<file path="src/rtl/hub_port_ctrl_pkg.sv">
// Shared hub definitions: default port-control limits and partition state encoding.
package hub_port_ctrl_pkg;
   localparam int HUB_CC_LIMIT         = 32;     // consecutive collided events before partition
   localparam int HUB_LONG_COL_CYCLES  = 512;    // collision run that partitions immediately
   localparam int HUB_RECONNECT_CYCLES = 128;    // clean event length (nibbles) that reconnects
   localparam int HUB_JABBER_CYCLES    = 12500;  // continuous carrier before jabber
   localparam int HUB_UNJAB_CYCLES     = 24;     // idle run that releases jabber
   localparam int HUB_CC_W             = 6;      // collision count saturates at 63

   typedef enum logic {
      CONNECTED   = 1'b0,
      PARTITIONED = 1'b1
   } part_state_e;
endpackage

</file>
<file path="src/rtl/hub_jabber.sv">
// Jabber detector: cuts a port whose carrier stays up too long, releases after a quiet run.
module hub_jabber
   import hub_port_ctrl_pkg::*;
#(
   parameter int JABBER_CYCLES = HUB_JABBER_CYCLES,
   parameter int UNJAB_CYCLES  = HUB_UNJAB_CYCLES
) (
   input  logic clk,
   input  logic rst_n,
   input  logic rx_dv_in,
   output logic jabber,
   output logic jabber_nxt   // flag value after this cycle, lets the datapath cut the same cycle
);
   localparam int JW = $clog2(JABBER_CYCLES + 1);
   localparam int UW = $clog2(UNJAB_CYCLES + 1);
   localparam logic [JW-1:0] JMAX = JW'(JABBER_CYCLES);
   localparam logic [UW-1:0] UMAX = UW'(UNJAB_CYCLES);

   logic [JW-1:0] jtimer, jtimer_d;
   logic [UW-1:0] utimer, utimer_d;

   // Saturating carrier / idle timers and the set/clear decision
   always_comb begin
      jtimer_d = '0;
      if (rx_dv_in) jtimer_d = (jtimer == JMAX) ? JMAX : jtimer + JW'(1);
      utimer_d = '0;
      if (jabber && !rx_dv_in) utimer_d = (utimer == UMAX) ? UMAX : utimer + UW'(1);
      jabber_nxt = jabber;
      if (jabber) begin
         if (utimer_d == UMAX) jabber_nxt = 1'b0;
      end else if (jtimer_d == JMAX) begin
         jabber_nxt = 1'b1;
      end
      if (!jabber_nxt) utimer_d = '0;
   end

   // Timer and flag registers
   always_ff @(posedge clk or negedge rst_n) begin
      if (!rst_n) begin
         jtimer <= '0;
         utimer <= '0;
         jabber <= 1'b0;
      end else begin
         jtimer <= jtimer_d;
         utimer <= utimer_d;
         jabber <= jabber_nxt;
      end
   end
endmodule

</file>
<file path="src/rtl/hub_port_ctrl.sv">
// Per-port repeater controller: partition and jabber gating of one PHY's MII receive stream.
module hub_port_ctrl
   import hub_port_ctrl_pkg::*;
#(
   parameter int CC_LIMIT         = HUB_CC_LIMIT,
   parameter int LONG_COL_CYCLES  = HUB_LONG_COL_CYCLES,
   parameter int RECONNECT_CYCLES = HUB_RECONNECT_CYCLES,
   parameter int JABBER_CYCLES    = HUB_JABBER_CYCLES,
   parameter int UNJAB_CYCLES     = HUB_UNJAB_CYCLES
) (
   input  logic       clk,
   input  logic       rst_n,
   input  logic       rx_dv_in,
   input  logic       rx_er_in,
   input  logic [3:0] rxd_in,
   input  logic       tx_en,
   output logic       rx_dv,
   output logic       rx_er,
   output logic [3:0] rxd,
   output logic       partitioned,
   output logic       jabber
);
   localparam int LW = $clog2(RECONNECT_CYCLES + 1);
   localparam int CW = $clog2(LONG_COL_CYCLES + 1);
   localparam logic [LW-1:0]       LMAX  = LW'(RECONNECT_CYCLES);
   localparam logic [CW-1:0]       CMAX  = CW'(LONG_COL_CYCLES);
   localparam logic [HUB_CC_W-1:0] CCMAX = '1;
   localparam logic [HUB_CC_W-1:0] CCLIM = HUB_CC_W'(CC_LIMIT);

   part_state_e         state, state_d;
   logic [HUB_CC_W-1:0] cc, cc_d;
   logic [LW-1:0]       len, len_d;
   logic [CW-1:0]       colrun, colrun_d;
   logic                collided, collided_d;
   logic                lc_part, lc_part_d;   // this event already partitioned on a long collision
   logic                prev_dv, fwd, fwd_d, jabber_nxt;
   logic                col, ev_start, ev_end, lc_hit;

   assign col         = rx_dv_in && tx_en;
   assign ev_start    = rx_dv_in && !prev_dv;
   assign ev_end      = !rx_dv_in && prev_dv;
   assign lc_hit      = (state == CONNECTED) && (colrun_d == CMAX);
   assign partitioned = (state == PARTITIONED);

   hub_jabber #(
      .JABBER_CYCLES (JABBER_CYCLES),
      .UNJAB_CYCLES  (UNJAB_CYCLES)
   ) u_jabber (
      .clk        (clk),
      .rst_n      (rst_n),
      .rx_dv_in   (rx_dv_in),
      .jabber     (jabber),
      .jabber_nxt (jabber_nxt)
   );

   // Per-event length, collided flag and collision run
   always_comb begin
      len_d      = len;
      collided_d = collided;
      colrun_d   = '0;
      if (rx_dv_in) begin
         if (ev_start) begin
            len_d      = LW'(1);
            collided_d = col;
         end else begin
            len_d      = (len == LMAX) ? LMAX : len + LW'(1);
            collided_d = collided || col;
         end
         if (col) colrun_d = (colrun == CMAX) ? CMAX : colrun + CW'(1);
      end
   end

   // Partition next state and collision count; an event cut by a long collision is
   // still scored as a connected-port event when it ends
   always_comb begin
      state_d   = state;
      cc_d      = cc;
      lc_part_d = ev_start ? 1'b0 : lc_part;
      if (lc_hit) begin
         state_d   = PARTITIONED;
         lc_part_d = 1'b1;
      end
      if (ev_end) begin
         if (state == CONNECTED || lc_part) begin
            if (collided)          cc_d = (cc == CCMAX) ? CCMAX : cc + HUB_CC_W'(1);
            else if (len >= LMAX)  cc_d = '0;
            if (cc_d >= CCLIM) state_d = PARTITIONED;
         end else if (!collided && len >= LMAX) begin
            cc_d    = '0;
            state_d = CONNECTED;
         end
         lc_part_d = 1'b0;
      end
   end

   // Forwarding latch: decided at event start, dropped at end, on long collision or jabber
   always_comb begin
      fwd_d = fwd;
      if (ev_start)    fwd_d = (state == CONNECTED) && !jabber;
      else if (ev_end) fwd_d = 1'b0;
      if (lc_hit || jabber_nxt) fwd_d = 1'b0;
   end

   // State register; prev_dv resets high so a frame already in flight at reset
   // release is not mistaken for a fresh start and forwarded truncated
   always_ff @(posedge clk or negedge rst_n) begin
      if (!rst_n) begin
         state    <= CONNECTED;
         cc       <= '0;
         len      <= '0;
         colrun   <= '0;
         collided <= 1'b0;
         lc_part  <= 1'b0;
         prev_dv  <= 1'b1;
         fwd      <= 1'b0;
      end else begin
         state    <= state_d;
         cc       <= cc_d;
         len      <= len_d;
         colrun   <= colrun_d;
         collided <= collided_d;
         lc_part  <= lc_part_d;
         prev_dv  <= rx_dv_in;
         fwd      <= fwd_d;
      end
   end

   // Gated MII towards the repeater core, one cycle of latency
   always_ff @(posedge clk or negedge rst_n) begin
      if (!rst_n) begin
         rx_dv <= 1'b0;
         rx_er <= 1'b0;
         rxd   <= '0;
      end else begin
         rx_dv <= rx_dv_in && fwd_d;
         rx_er <= rx_er_in && fwd_d;
         rxd   <= fwd_d ? rxd_in : 4'h0;
      end
   end
endmodule
</file>
<file path="config.mk">
export PLATFORM = sky130hd
export DESIGN_NAME = hub_port_ctrl
export DESIGN_NICKNAME = d
export VERILOG_FILES = /design/src/rtl/hub_port_ctrl_pkg.sv /design/src/rtl/hub_jabber.sv /design/src/rtl/hub_port_ctrl.sv
export SDC_FILE = /design/constraint.sdc
export NUM_CORES = 1
export LEC_CHECK = 0
export BUFFER_PORTS_ARGS = -buffer_cell sky130_fd_sc_hd__buf_2
export CORE_UTILIZATION = 55
export CTS_CLUSTER_SIZE = 20
export DETAILED_ROUTE_END_ITERATION = 8
export PLACE_DENSITY = 0.71
export SETUP_SLACK_MARGIN = 0.02
export SYNTH_ARGS = -nofsm -noshare
export SYNTH_HDL_FRONTEND = slang
export SYNTH_SLANG_ARGS = --single-unit
</file>
<file path="constraint.sdc">
create_clock -name clk -period 3.11 [get_ports clk]
set_input_delay 0.622 -clock clk [delete_from_list [all_inputs] [get_ports clk]]
set_output_delay 0.622 -clock clk [all_outputs]
set_load 0.02 [all_outputs]
</file>
==> results.json, run 1 <==
{
  "worstSetupEndpointType": "flop",
  "synth-seq-area-share_pct": 46.0,
  "synth_seq_cells": 55,
  "hold_path.class": "input pin to asynchronous set/reset pin",
  "first_pass_iters": 4,
  "drc": 0,
  "final_area_sq_um": 3230,
  "antenna_found_initial": 0,
  "worst-path-buf-inv": 1,
  "postRouteAntennaNets": 0,
  "final.setup.tns_ps": 0,
  "drv_cap": 0,
  "post-route-min-period_ps": 2640,
  "wirelength_microns": 5660,
  "grt_pass1_wl_microns": 9550,
  "die_area_sq_um": 5750,
  "crit_fanout": 10,
  "synth_flop_cell": "dfrtp_1",
  "async_flop_share_pct": 100,
  "cts_sinks": 55,
  "grtUsageTotal_pct": 22.3,
  "drv_slew": 0,
  "critPathKind": "flop to flop",
  "overflow": 0,
  "fmax_ghz": 0.378,
  "drtIter0Drc": 83,
  "max_slew_margin_pct": 43.6,
  "coreArea_sq_um": 5170,
  "dp_hpwl_microns": 4120,
  "cts_tree": "built",
  "cts.htree.levels": 2,
  "clock_skew_ps": 15.9,
  "avgSynthCellArea_sq_um": 9.36,
  "cts_resized": 0,
  "vias": 2310,
  "cts_buffers": 5,
  "die_height_microns": 75.8,
  "p_per_area_nw_per_um2": 443,
  "wl_met3_microns": 179,
  "min_period_over_period_pct": 85.0,
  "area_delta_synth_final_pct": 7.89,
  "synth_cell_types": 50,
  "highest-signal-layer": "met4",
  "num_rows": 26,
  "setup_viol": 0,
  "drt-met1-wl_microns": 2890,
  "cp.required_ps": 3260,
  "detail_route.wl_per_cell_microns": 13.8,
  "clkTransAtPathRegs_ps": 100,
  "syn_nets": 340,
  "status": "complete, no violations",
  "cp_top_family": "simple AND/OR/NAND/NOR gates",
  "path_common_cell": "o21ai_4",
  "synth_edf_count": 0,
  "viasPerCell": 5.65,
  "drive_gt1_share_pct": 10.3,
  "cts_setup_buffers": 0,
  "synthCells": 320,
  "cp_slowest_cell": "or4_4",
  "crit_chain": "inv_1 > ha_1 > or4b_1 > or4_4 > o21ai_4 > o2111ai_2 > o21ai_4 > nor3b_1",
  "grt_max_degree": 23,
  "syn_area_sq_um": 3000,
  "root_buffer": "clkbuf_8",
  "placed_area_sq_um": 3150,
  "die_w_microns": 75.8,
  "n_antenna_cell": 0,
  "cts.path.max_buffers": 2,
  "gp_congestion": 0.884,
  "slowest_delay_ps": 540,
  "finalHoldViolations": 0,
  "initial_core_util_pct": 57.9,
  "leakage_uw": 0.00140,
  "worst_slew_pin_slew_ps": 843,
  "postCtsHoldBufs": 0,
  "grt_pass1_vias": 2078,
  "io_pins": 17,
  "ys.warnings.count": 0,
  "nets": 358,
  "peakVddDrop_mv": 0.260,
  "cp.arrival_ps": 2790,
  "fill_cells": 443,
  "cp-start-kind": "flop",
  "place.port_buffers": 16,
  "wl_met2_microns": 2500,
  "clkLatencyLatePin_ps": 310,
  "rsz0062_at_grt": "no"
}
[path summary, 6_finish.rpt]
path                                     from  endpoint  slack (ps)  cells after the start
max                        u_jabber.jtimer[0]    rxd[1]         470                      8
min reg2reg                             cc[0]     cc[0]         520                      1
max reg2reg                u_jabber.jtimer[0]    rxd[1]         470                      8
max in group asynchronous               rst_n   prev_dv        2140                      2
min in group clk                        cc[0]     cc[0]         520                      1
min                                     rst_n    len[2]         260                      1
[routing by layer]
metal,vias up,GRT usage [%]
li1,1172,-
met1,1092,32.1
met2,38,33.4
met3,8,4.76
met4,0,8.02
met5,-,0
[metrics by stage]
stage	cells	util [%]	worst slack [ps]	power, uW	hold slack [ps]
after floorplan	320	-	673	986	326
after global placement	401	60.9	521	1050	481
after detailed placement	401	60.9	462	1060	505
after CTS	409	62.5	451	1450	284
after global routing	409	62.5	306	1520	300
final	409	62.5	465	1430	264
[where the power goes]
part / total, uW / switching (uW) / leakage [uW] / internal, uW
clock network: 388 / 228 / 0.0000385 / 160
logic: 203 / 120 / 0.000626 / 83.5
registers: 840 / 65.6 / 0.000731 / 775
total: 1430 / 414 / 0.00140 / 1020
[cell families after synthesis]
| kind of cell | count (synthesis) | share of synthesized area, % |
|---|---|---|
| buffers and inverters | 29 | 3.88 |
| muxes | 1 | 0.334 |
| AOI/OAI and AO/OA | 58 | 13.6 |
| adders and majority gates | 11 | 4.59 |
| xor gates and xnor gates | 23 | 6.72 |
| DFF | 55 | 46.0 |
| and+or+nand+nor | 143 | 24.9 |
[flip-flops by register name (all words and copies together), names as in the netlist]
register,cells
u_jabber.jtimer,14
colrun,10
len,8
cc,6
u_jabber.utimer,5
rxd,4
collided,1
fwd,1
lc_part,1
partitioned,1
prev_dv,1
rx_dv,1
rx_er,1
u_jabber.jabber,1
[final cells by class]
cell class | count | area, sq um | area share, %
clock buffer | 7 | 76.3 | 2.36
clock inverter | 1 | 7.51 | 0.232
inverter | 21 | 78.8 | 2.44
multi-input combinational | 236 | 1500 | 46.5
sequential | 55 | 1380 | 42.6
tap | 70 | 87.6 | 2.71
timing repair buffer | 19 | 103 | 3.17
[worst reg2reg max path, stage by stage, from the launching register on]
cell	delay (ps)
dfrtp_1	450
inv_1	100
ha_1	130
or4b_1	420
or4_4	540
o21ai_4	290
o2111ai_2	200
o21ai_4	280
nor3b_1	90
[placed cells by master, fill, tap and decap left out, types with 5 or more instances in the layout]
cell type	count
o21ai_0	15
and3_1	10
nand2_1	25
nor3_1	12
buf_2	16
dfrtp_1	54
xor2_1	12
ha_1	11
clkbuf_8	5
a21oi_1	16
nor2_1	36
inv_1	21
nand3_1	17
nor3b_1	8
xnor2_1	11
nand4_1	5
[Yosys cell counts, types with 2 or more instances]
master,instances,area share [%]
and4_1,2,0.58
nor3b_1,8,2.0
o21ai_4,2,1.1
nand3_1,17,2.8
or4b_1,2,0.67
nand2b_1,3,0.63
xor2_1,12,3.5
ha_1,11,4.6
or2_2,4,0.83
nor2b_1,2,0.42
or4_1,2,0.50
o41ai_1,4,1.2
nor4b_1,3,0.88
a211oi_1,2,0.50
and3_1,10,2.1
and2_1,4,0.83
nor2_1,36,4.5
nor3_1,12,2.0
or3_1,2,0.42
nor4_1,3,0.63
o2bb2ai_1,2,0.58
o21ai_0,15,2.5
clkbuf_1,6,0.75
nand4_1,5,1.0
inv_1,21,2.6
a31oi_1,2,0.42
xnor2_1,11,3.2
dfrtp_1,54,45
o311ai_0,3,0.88
nand2_1,25,3.1
a21oi_1,16,2.7
No activity file was read; power rests on OpenSTA's default activity.
==> run 2, diff against run 1 <==
--- a/config.mk
+++ b/config.mk
@@ -5,11 +5,13 @@
 export SDC_FILE = /design/constraint.sdc
 export NUM_CORES = 1
 export LEC_CHECK = 0
+export ABC_AREA = 1
 export BUFFER_PORTS_ARGS = -buffer_cell sky130_fd_sc_hd__buf_2
 export CORE_UTILIZATION = 55
 export CTS_CLUSTER_SIZE = 20
 export DETAILED_ROUTE_END_ITERATION = 8
 export PLACE_DENSITY = 0.71
+export RECOVER_POWER = 25
 export SETUP_SLACK_MARGIN = 0.02
 export SYNTH_ARGS = -nofsm -noshare
 export SYNTH_HDL_FRONTEND = slang
==> run 2 against run 1 <==
Effect of this change: sequential cell count is the same; critical path depth grew 1; register-to-register slack gained 510 ps; core utilization shrank 1.1 points; final cell count grew 24%; setup slack gained 280 ps; sequential power shrank 3.6%; routed wire length grew 3.9%; combinational power grew 7%; clock power shrank 1%; count of clock-buffer cells in the layout shrank 1; largest cell class unchanged.
==> results.json, run 2 <==
{
  "status": "complete, no violations",
  "clock_skew_ps": 9.65,
  "drtIter0Drc": 93,
  "grt_max_degree": 40,
  "fill_cells": 509,
  "die_w_microns": 77.8,
  "r2r_setup_slack_ps": 980,
  "antenna_found_initial": 0,
  "leakage_uw": 0.00176,
  "cts_setup_buffers": 0,
  "synth.top_cells.by_count": "nand2_1 (82), inv_1 (75), dfrtp_1 (54), nor2_1 (54), nand3_1 (37)",
  "multiInputGateArea_sq_um": 1450,
  "worstSetupEndpointType": "flop",
  "final_cell_mix": "nand2_1 (82), inv_1 (75), nor2_1 (54), dfrtp_1 (54), nand3_1 (37)",
  "ys.warnings.count": 0,
  "vias": 2578,
  "post-route-min-period_ps": 2370,
  "postCtsHoldBufs": 0,
  "wirelength_microns": 5880,
  "synth_top_area_share_pct": 42.8,
  "die_area_sq_um": 6050,
  "setup_viol": 0,
  "avgSynthCellArea_sq_um": 7.59,
  "final_common_cell": "nand2_1",
  "drv_slew": 0,
  "clkLatencyLatePin_ps": 310,
  "final.setup.tns_ps": 0,
  "synth_edf_count": 0,
  "cp_slowest_cell": "clkbuf_1",
  "synth_cell_types": 38,
  "area_delta_synth_final_pct": 7.05,
  "peakVddDrop_mv": 0.252,
  "cts_buffers": 5,
  "async_flop_share_pct": 100,
  "crit_fanout": 19,
  "dp_hpwl_microns": 4500,
  "synthCells": 416,
  "fmax_ghz": 0.422,
  "cts.htree.levels": 2,
  "cp.arrival_ps": 2600,
  "hold_ws_ps": 392,
  "overflow": 0,
  "postRouteAntennaNets": 0,
  "viasPerCell": 5.06,
  "drc": 0,
  "root_buffer": "clkbuf_8",
  "yosys.area.top_type": "dfrtp_1",
  "slowest_delay_ps": 640,
  "io_pins": 17,
  "finalHoldViolations": 0,
  "initial_core_util_pct": 57.4,
  "regArea_sq_um": 1380,
  "first_pass_iters": 4,
  "grtUsageTotal_pct": 21.5,
  "n_antenna_cell": 0,
  "cts_sinks": 55,
  "syn_area_sq_um": 3160,
  "hold_path.class": "input pin to asynchronous set/reset pin",
  "syn_nets": 436,
  "final_util_pct": 61.4,
  "clkTransAtPathRegs_ps": 100,
  "grt_pass1_wl_microns": 10300,
  "num_rows": 27,
  "detail_route.wl_per_cell_microns": 11.5,
  "drv_cap": 0,
  "cp-start-kind": "input pin",
  "place.port_buffers": 16,
  "gp_congestion": 0.912,
  "cts_resized": 0,
  "regMostFlops": "u_jabber.jtimer",
  "worst_slack_ps": 742,
  "cts_tree": "built",
  "place_ws_ps": 783,
  "synth_flop_cell": "dfrtp_1",
  "synth_seq_cells": 55,
  "largestRegisters": "u_jabber.jtimer x14, colrun x10, len x8",
  "grt_pass1_vias": 2392,
  "coreArea_sq_um": 5510,
  "synth.most_common_cell": "nand2_1",
  "nets": 456,
  "crit_chain": "clkbuf_1 > inv_4 > ha_1 > inv_1 > nor2_1 > or2_2 > nand2_1 > a21oi_1 > a21boi_0",
  "drive_gt1_share_pct": 12.1,
  "die_height_microns": 77.8,
  "cp.required_ps": 3340,
  "largest_reg_flops": 14,
  "synth.area.top_cells": "dfrtp_1 (43%), nand2_1 (9.7%), inv_1 (8.9%)",
  "min_period_over_period_pct": 76.2,
  "max_slew_margin_pct": 38.3,
  "cts.path.max_buffers": 2,
  "synth-seq-area-share_pct": 43.6,
  "critPathKind": "input pin to flop",
  "worst_slew_pin_slew_ps": 925,
  "p_per_area_nw_per_um2": 418,
  "rsz0062_at_grt": "no",
  "r2r_cells": 12
}
[run 2: changes by cell type in the layout (fill, tap and decap cells not counted), moves of 10 or more]
cell | before | now
nand2_1 | 25 | 82
and3_1 | 10 | 0
nor2_1 | 36 | 54
inv_1 | 21 | 75
nand3_1 | 17 | 37
nor2_2 | 0 | 14
[run 2: final timing paths]
path | from | endpoint
min reg2reg | u_jabber.utimer[0] | u_jabber.utimer[0]
max | rx_dv_in | partitioned
min in group clk | u_jabber.utimer[0] | u_jabber.utimer[0]
min | rst_n | cc[3]
max in group asynchronous | rst_n | u_jabber.jtimer[11]
max reg2reg | u_jabber.jtimer[0] | rx_dv
[run 2: cell families after synthesis]
kind of cell | Yosys count | share of synthesized area [%]
AO/OA/AOI/OAI | 41 | 7.84
flip-flops | 55 | 43.6
adder cells (fa/ha/maj) | 11 | 4.36
AND/OR/NAND/NOR | 220 | 31.8
XOR/XNOR | 7 | 1.94
buffers and inverters | 82 | 10.5
[run 2: layer usage]
layer / part of all wire [%] / track usage [%] / up-vias
met5: 0 / 0 / -
met4: 1.2 / 7.17 / 0
met3: 4.0 / 3.65 / 6
met2: 46 / 36.1 / 52
met1: 49 / 28.2 / 1176
li1: - / - / 1344
[run 2: metrics by stage]
stage,area [sq um],total power [uW],cells
2_1_floorplan,3160,984,416
3_3_place_gp,3300,1040,501
3_5_place_dp,3300,1050,501
4_1_cts,3390,1430,509
5_1_grt,3380,1490,509
6_report,3380,1410,509
[run 2: layout make-up]
class | instances | area share [%]
Multi-Input combinational cell | 279 | 42.9
Inverter | 78 | 8.73
Clock inverter | 2 | 0.407
Sequential cell | 55 | 40.7
Tap cell | 72 | 2.66
Timing Repair Buffer | 17 | 2.44
Clock buffer | 6 | 2.15
[run 2: critical path, delay by kind of cell]
family	cells	cell delay, ps
simple gates	3	500
fa+ha+maj	1	290
buf+inv	3	980
compound gates	2	190
[run 2: report_power, final]
part | internal, uW | switching (uW)
combinational | 80.8 | 137
clock | 159 | 225
sequential | 771 | 39.2
==> run 3, diff against run 2 <==
==> constraint.sdc (replaced) <==
create_clock -name clk -period 2.2 [get_ports clk]
set_input_delay 0.44 -clock clk [delete_from_list [all_inputs] [get_ports clk]]
set_output_delay 0.44 -clock clk [all_outputs]
set_load 0.02 [all_outputs]
==> run 3 against run 2 <==
Effect of this change: sequential share of layout area shrank 0.74 points; count of clock-buffer cells in the layout is the same; core utilization grew 1.2 points; critical path type is now flop to flop; global-route usage grew 1.3 points; largest cell class unchanged; via count shrank 0.19%.
==> results.json, run 3 (synthesis results as in run 2) <==
{
  "io_pins": 17,
  "final_common_cell": "nand2_1",
  "wirelength_microns": 6080,
  "drtIter0Drc": 125,
  "pwr-share-clk_pct": 31.1,
  "slowest_delay_ps": 410,
  "final_cell_mix": "nand2_1 (81), inv_1 (75), nor2_1 (54)",
  "first_pass_iters": 4,
  "grtUsageTotal_pct": 22.8,
  "die_height_microns": 77.8,
  "viasPerCell": 5.01,
  "coreArea_sq_um": 5510,
  "drv_cap": 0,
  "die_area_sq_um": 6050,
  "cp-start-kind": "flop",
  "path_common_cell": "nand2_1",
  "p_switching_uw": 571,
  "dp_hpwl_microns": 4670,
  "cts_buffers": 5,
  "vias": 2573,
  "gp_congestion": 0.893,
  "nets": 461,
  "endpoint": "rxd[2]",
  "final.setup.tns_ps": 0,
  "cp.arrival_ps": 2200,
  "cts.path.max_buffers": 2,
  "n_antenna_cell": 0,
  "clkLatencyLatePin_ps": 310,
  "grt_max_degree": 23,
  "postRouteAntennaNets": 0,
  "worstSetupEndpointType": "flop",
  "largestRegisters": "u_jabber.jtimer x14, colrun x10, len x8",
  "crit_chain": "ha_2 > nand2_1 > nor2_2 > nand3_1 > nand3_1 > nand2_1 > nor2_1 > nand2_1 > o21bai_2 > nand2_2 > nand2_4 > nor2_2",
  "cts_tree": "built",
  "detail_route.wl_per_cell_microns": 11.8,
  "place.port_buffers": 16,
  "overflow": 0,
  "r2r_cells": 12,
  "p_per_area_nw_per_um2": 616,
  "swShare_pct": 26.8,
  "postCtsHoldBufs": 0,
  "timing.rr.end": "rxd[2]",
  "min_period_over_period_pct": 90.9,
  "crit_fanout": 7,
  "antenna_found_initial": 0,
  "regMostFlops": "u_jabber.jtimer",
  "p_int_uw": 1550,
  "startpoint": "u_jabber.jtimer[0]",
  "grt_pass1_wl_microns": 10900,
  "status": "complete, no violations",
  "area_delta_synth_final_pct": 9.23,
  "cp.required_ps": 2400,
  "root_buffer": "clkbuf_8",
  "fmax_ghz": 0.500,
  "grt_pass1_vias": 2492,
  "rsz0062_at_grt": "no",
  "hold_path.class": "input pin to asynchronous set/reset pin",
  "total_power_uw": 2130,
  "max_slew_margin_pct": 36.4,
  "drv_slew": 0,
  "die_w_microns": 77.8,
  "critPathKind": "flop to flop",
  "hold_ws_ps": 247,
  "cts.htree.levels": 2,
  "cp_slowest_cell": "dfrtp_2",
  "initial_core_util_pct": 57.4,
  "clkTransAtPathRegs_ps": 100,
  "worst_slew_pin_slew_ps": 955,
  "r2r_setup_slack_ps": 200,
  "largest_reg_flops": 14,
  "clock_skew_ps": 15.3,
  "drc": 0,
  "cts_sinks": 55,
  "combPwrFrac_pct": 15.0,
  "seqPwrFrac_pct": 53.9,
  "r2r_start": "u_jabber.jtimer[0]",
  "drive_gt1_share_pct": 13.8,
  "leakage_uw": 0.00179,
  "setup_viol": 0,
  "num_rows": 27,
  "post-route-min-period_ps": 2000,
  "finalHoldViolations": 0,
  "peakVddDrop_mv": 0.470
}
run 3: cell type report:
class	instances	area [sq um]
fillers	474	2060
clock inverters	2	38.8
flip-flops and latches	55	1380
well taps	72	90.1
clock buffers	6	72.6
inverters	78	295
multi-input cells	279	1460
repair buffers	22	119
run 3: repair_timing:
action	in CTS	in global routing
buffers inserted	0	1
gates resized for setup	0	4
setup endpoints to repair	0	7
run 3: worst min path at each step:
stage                 end
floorplan           cc[0]
global placement    cc[3]
detailed placement  cc[3]
CTS                 cc[3]
global route        cc[3]
finish              cc[3]
run 3: per-stage QoR:
| step | instances | cell area (sq um) | setup slack (ps) | util [%] |
|---|---|---|---|---|
| global placement | 505 | 3330 | 177 | 60.5 |
| global route | 514 | 3450 | 27.5 | 62.7 |
| finish | 514 | 3450 | 199 | 62.7 |
| floorplan | 416 | 3160 | 187 | - |
| CTS | 513 | 3440 | 125 | 62.5 |
| detailed placement | 505 | 3330 | 132 | 60.5 |
run 3: worst max-delay path, delay by kind of cell (launching register included):
| kind | cells | cell delay, ps |
|---|---|---|
| adders and majority gates | 1 | 240 |
| AOI/OAI and AO/OA | 1 | 200 |
| and+or+nand+nor | 10 | 1040 |
| DFF | 1 | 410 |
run 3: power groups by stage:
stage	combinational (uW)	sequential, uW	clock (uW)
finish	318	1140	662
global route	370	1160	716
CTS	321	1150	684
detailed placement	319	1170	0
global placement	306	1160	0
floorplan	240	1150	0
run 3: metal layers:
layer / wire [microns] / up-vias / share of wire (%) / track usage, %
met5: 0 / - / 0 / 0
met3: 151 / 9 / 2.5 / 3.18
met4: 92 / 0 / 1.5 / 7.36
met1: 3090 / 1164 / 51 / 32.6
li1: - / 1358 / - / -
met2: 2740 / 42 / 45 / 35.8
